--- config.mk ---
export PLATFORM = sky130hd
export DESIGN_NAME = decoding_flat
export DESIGN_NICKNAME = d
export VERILOG_FILES = /design/src/rtl/decoding_if.sv /design/src/rtl/decoding.sv /design/src/flat_wrapper.sv
export SDC_FILE = /design/constraint.sdc
export NUM_CORES = 2
export LEC_CHECK = 0
export BUFFER_PORTS_ARGS = -buffer_cell sky130_fd_sc_hd__buf_2
export CAP_MARGIN = 20
export CORE_AREA = 2 2 403 405
export DETAILED_ROUTE_END_ITERATION = 10
export DIE_AREA = 0 0 405 407
export HOLD_SLACK_MARGIN = 0.06
export SYNTH_ARGS = -nofsm -noshare
export SYNTH_HDL_FRONTEND = slang
export SYNTH_SLANG_ARGS = --single-unit
--- constraint.sdc ---
create_clock -name Clock -period 3.55 [get_ports Clock]
set_input_delay 0.1775 -clock Clock [delete_from_list [all_inputs] [get_ports Clock]]
set_output_delay 0.1775 -clock Clock [all_outputs]
set_load 0.01 [all_outputs]
--- src/rtl/decoding_if.sv ---
// Bus bundle for the block Huffman decoder: start/hold, packed bitstream in,
// packed coefficient block and completion flag out.
interface decoding_if;
  logic         Enable;
  logic [511:0] A;
  logic [511:0] C;
  logic         done;

  modport master (output Enable, output A, input C, input done);
  modport slave (input Enable, input A, output C, output done);
endinterface

--- src/rtl/decoding.sv ---
// Bit-serial prefix-code decoder: expands one 512-bit coded block into 64 signed
// 8-bit coefficients (row-major, coeff k at C[k*8+:8]), one code bit per clock.
module decoding (
  input logic       Clock,
  input logic       reset,
  decoding_if.slave bus
);

  typedef enum logic [1:0] {StIdle, StLoad, StDecode, StDone} state_e;

  state_e       state_q, state_d;
  logic [511:0] sr_q, sr_d;
  logic [511:0] c_q, c_d;
  logic [8:0]   ptr_q, ptr_d;
  logic [5:0]   k_q, k_d;
  logic [1:0]   ones_q, ones_d;
  logic         lit_q, lit_d;
  logic [2:0]   lit_cnt_q, lit_cnt_d;
  logic [6:0]   lit_val_q, lit_val_d;
  logic         done_q, done_d;

  logic         code_bit;
  logic         write;
  logic [7:0]   wval;
  logic         eob;

  assign bus.C    = c_q;
  assign bus.done = done_q;
  assign code_bit = sr_q[0];

  always_comb begin
    state_d   = state_q;
    sr_d      = sr_q;
    c_d       = c_q;
    ptr_d     = ptr_q;
    k_d       = k_q;
    ones_d    = ones_q;
    lit_d     = lit_q;
    lit_cnt_d = lit_cnt_q;
    lit_val_d = lit_val_q;
    done_d    = done_q;
    write     = 1'b0;
    wval      = 8'h00;
    eob       = 1'b0;

    unique case (state_q)
      StIdle: begin
        done_d = 1'b0;
        if (bus.Enable) state_d = StLoad;
      end

      StLoad: begin
        if (!bus.Enable) begin
          state_d = StIdle;
        end else begin
          sr_d      = bus.A;
          c_d       = '0;
          ptr_d     = '0;
          k_d       = '0;
          ones_d    = '0;
          lit_d     = 1'b0;
          lit_cnt_d = '0;
          lit_val_d = '0;
          state_d   = StDecode;
        end
      end

      StDecode: begin
        if (!bus.Enable) begin
          state_d = StIdle;
        end else begin
          sr_d  = sr_q >> 1;
          ptr_d = ptr_q + 9'd1;
          if (lit_q) begin
            // Payload arrives LSB first; the eighth bit completes the literal.
            lit_val_d = {code_bit, lit_val_q[6:1]};
            lit_cnt_d = lit_cnt_q + 3'd1;
            if (lit_cnt_q == 3'd7) begin
              write = 1'b1;
              wval  = {code_bit, lit_val_q};
              lit_d = 1'b0;
            end
          end else if (code_bit) begin
            if (ones_q == 2'd3) eob = 1'b1;
            else ones_d = ones_q + 2'd1;
          end else begin
            ones_d = '0;
            unique case (ones_q)
              2'd0: begin write = 1'b1; wval = 8'h00; end
              2'd1: begin write = 1'b1; wval = 8'h01; end
              2'd2: begin write = 1'b1; wval = 8'hff; end
              default: begin
                lit_d     = 1'b1;
                lit_cnt_d = '0;
              end
            endcase
          end

          if (write) begin
            c_d[{k_q, 3'b000} +: 8] = wval;
            k_d = k_q + 6'd1;
          end

          // A code cut off by the 512-bit limit is simply dropped.
          if (eob || (write && k_q == 6'd63) || ptr_q == 9'd511) begin
            state_d = StDone;
            done_d  = 1'b1;
          end
        end
      end

      StDone: begin
        if (!bus.Enable) begin
          state_d = StIdle;
          done_d  = 1'b0;
        end
      end

      default: state_d = StIdle;
    endcase
  end

  always_ff @(posedge Clock or negedge reset) begin
    if (!reset) begin
      state_q   <= StIdle;
      sr_q      <= '0;
      c_q       <= '0;
      ptr_q     <= '0;
      k_q       <= '0;
      ones_q    <= '0;
      lit_q     <= 1'b0;
      lit_cnt_q <= '0;
      lit_val_q <= '0;
      done_q    <= 1'b0;
    end else begin
      state_q   <= state_d;
      sr_q      <= sr_d;
      c_q       <= c_d;
      ptr_q     <= ptr_d;
      k_q       <= k_d;
      ones_q    <= ones_d;
      lit_q     <= lit_d;
      lit_cnt_q <= lit_cnt_d;
      lit_val_q <= lit_val_d;
      done_q    <= done_d;
    end
  end

endmodule

--- src/flat_wrapper.sv ---
// flat-port wrapper written by rule: the top's interface ports become plain ports
module decoding_flat 
  (Clock, reset, bus_Enable, bus_A, bus_C, bus_done);
  decoding_if bus_i ();
  input logic Clock;
  input logic reset;
  input wire logic [$bits(bus_i.Enable)-1:0] bus_Enable;
  input wire logic [$bits(bus_i.A)-1:0] bus_A;
  output wire logic [$bits(bus_i.C)-1:0] bus_C;
  output wire logic [$bits(bus_i.done)-1:0] bus_done;
  assign bus_i.Enable = bus_Enable;
  assign bus_i.A = bus_A;
  assign bus_C = bus_i.C;
  assign bus_done = bus_i.done;
  decoding u_core (.Clock(Clock), .reset(reset), .bus(bus_i));
endmodule
==> reports/qor.csv <==
metric,value,unit
status,"complete, no violations",
io_pins,1028,
finalHoldViolations,0,
synth_top_area_cell,dfrtp_1,
powerDensity,566.9,mW/mm2
avgSynthCellArea,9.573,um2
crit_end,u_core.bus.C[393],
synthArstFlopShare,100.0,%
synth_area,0.04584,mm2
area_delta_synth_final,37.35,%
cp-startpoint,u_core.k_q[1],
layout_commonest_cell,nand2_1,
syn-num-nets,5316,
total_power,35.69,mW
hold_ws,0.1317,ns
leakagePower,29.78,nW
critPathSlowestCell,nand4_1,
rr_startpoint,u_core.k_q[1],
slew_headroom,28.13,%
synth-compound-area-share,11.66,%
synth.area.mux_share,7.686,%
fin_crit_sh,94.69,%
cts_root_buf,clkbuf_16,
die_h,407,um
layout_common_cells,"nand2_1, dfrtp_1, buf_2, nor2_1, a31oi_1",
n_fill_cell,15667,
maxCapViolations,0,
synth_top_family_by_area,simple AND/OR/NAND/NOR gates,
grt.total_usage,20.57,%
post_drt_wl_per_cell,20.70,um
insertion_delay,0.77,ns
synth_cell_type_count,72,
cts_resized,0,
io_buffers,1027,
synth_top_area_share,57.59,%
cts_buffer_depth,3,
ys_ff_latch,1055,
fp.dieW,405,um
synth_edf_count,0,
crit_required,4.16,ns
timing.rr.end,u_core.bus.C[393],
gr-total-overflow,0,
reg2reg_slack,0.19,ns
num_rows,147,
antenna_left,0,
ys_warn_count,0,
ff2ff_path_depth,8,
h-tree-depth,3,
slowest_delay,0.51,ns
drive_gt1_share,22.42,%
synth.area.top_cells,"dfrtp_1, nand2_1, mux2i_1, a31oi_1, nor2_1",
cts_buffers,116,
grt_pass1_wl,261.1,mm
route.detailed.drc,0,
nets,6753,
cp.arrival,3.98,ns
ir_worst_vdd,0.0005064,V
via_per_inst,4.944,
initial_utilization,28.62,%
cp-start-kind,flip-flop,
hold_class,input port to asynchronous set/reset pin,
criticalPathCategory,flip-flop to flip-flop,
worstPathCellList,"inv_1, ha_1, or3b_2, a311oi_1, or2_2, buf_4, nand4_1, o21ai_0",
dpl_cell_area,0.05371,mm2
worst_slew_pin_slew,1.070,ns
end_kind,flip-flop,
hold_buffers,514,
place.gp.congestion,0.8894,
cts.sinks,1055,
min_period,3.361,ns
path_max_fanout,8,
antenna_found_initial,29,
post-route-util,39.31,%
dieArea,0.1648,mm2
max_freq,297.5,MHz
setup_viol,0,
synthAdderAreaFrac,0.3275,%
synth_simple_gate_area_share,19.62,%
design.core.area,0.1602,mm2
final_max_slew_viol_count,0,
tritoncts,built,
vias,42066,
seq_area_frac_synth,57.59,%
clkSlewWorstSetupHoldPaths,0.06,ns
synth_cells,4789,
synth-main-ff-cell,dfrtp_1,
grt_max_degree,172,
rsz0062_at_grt,false,
fin_area,0.06297,mm2
cts_setup_buffers,0,
finClkSkew,0.08350,ns
setup-tns-final,0,ns
grt_pass1_vias,42011,
dp_hpwl,122.3,mm
first_iter_violations,3831,
synth_xor_area_share,0.1719,%
wl,176.1,mm
drt-pass1-iter-count,6,
## power breakdown
part	internal [mW]	switching, mW
combinational	2.84	4.70
sequential	14.2	1.29
clock	7.29	5.36
## worst max-delay path: cells and delay by family, from the launching register on
family,cells,cell delay (ns)
and+or+nand+nor,3,1.30
AOI/OAI and AO/OA,2,0.85
DFF,1,0.39
adders and majority gates,1,0.34
buffers and inverters,2,0.31
## metrics by stage
stage	setup slack (ns)	std cells
3_3_place_gp	0.2978	7751
6_report	0.1886	8508
2_1_floorplan	0.5341	4789
5_1_grt	0.09085	8504
4_1_cts	0.2377	8480
3_5_place_dp	0.2878	7753
## layout make-up
type / count / area [um2] / share of cell area [%]
flip-flops and latches: 1055 / 26400 / 41.93
multi-input cells: 3383 / 18160 / 28.85
repair buffers: 1663 / 11570 / 18.37
clock buffers: 171 / 3461 / 5.496
well taps: 2160 / 2703 / 4.292
clock inverters: 42 / 576.8 / 0.9160
diodes: 27 / 67.56 / 0.1073
inverters: 7 / 26.28 / 0.04173
## per-layer routing
layer,track usage [%],vias to the layer above,wire length (um)
met1,24.93,20674,69530
met4,10.25,10,9505
li1,-,19177,-
met2,34.70,1732,85450
met3,4.219,473,11580
met5,0,-,65
## flip-flops by register name, indices dropped and copies added, names as in the netlist
| register | cells |
|---|---|
| u_core.bus.C | 512 |
| u_core.bus.done | 1 |
| u_core.lit_val_q | 7 |
| u_core.ptr_q | 9 |
| u_core.k_q | 6 |
| u_core.ones_q | 2 |
| u_core.lit_cnt_q | 3 |
| u_core.sr_q | 512 |
| u_core.state_q | 2 |
| u_core.lit_q | 1 |
## worst min-delay path by stage
stage | startpoint | endpoint | slack, ns | cells after the start
after floorplan | reset | u_core.bus.C[0] | -0.12 | 0
after global placement | reset | u_core.bus.C[327] | 0.33 | 1
after detailed placement | reset | u_core.bus.C[327] | 0.35 | 1
after CTS | reset | u_core.bus.C[327] | 0.10 | 2
after global routing | reset | u_core.bus.C[327] | 0.14 | 2
final | reset | u_core.bus.C[96] | 0.13 | 2
## cell usage after synthesis (all sizes together), types with 3 or more instances
library cell / number
nand2: 1479
dfrtp: 1055
nor2: 582
a31oi: 518
mux2i: 352
clkbuf: 312
a22o: 91
o21ai: 63
nand3: 54
nor3: 34
o211ai: 34
buf: 32
o2bb2ai: 24
nor4: 15
a21oi: 13
ha: 12
and3: 10
a21o: 8
nand2b: 8
o22a: 8
or3: 7
inv: 6
nand4: 6
o21a: 6
or2: 6
xor2: 6
and2: 5
a211oi: 4
nor2b: 4
a2111oi: 3
o31a: 3
o31ai: 3
xnor2: 3
## logic make-up after synthesis
| group | after synthesis |
|---|---|
| simple gates | 2220 |
| fa+ha+maj | 12 |
| buf+inv | 351 |
| compound gates | 790 |
| flops | 1055 |
| xor+xnor | 9 |
| mux | 352 |
No activity file was read; power rests on OpenSTA's default activity.
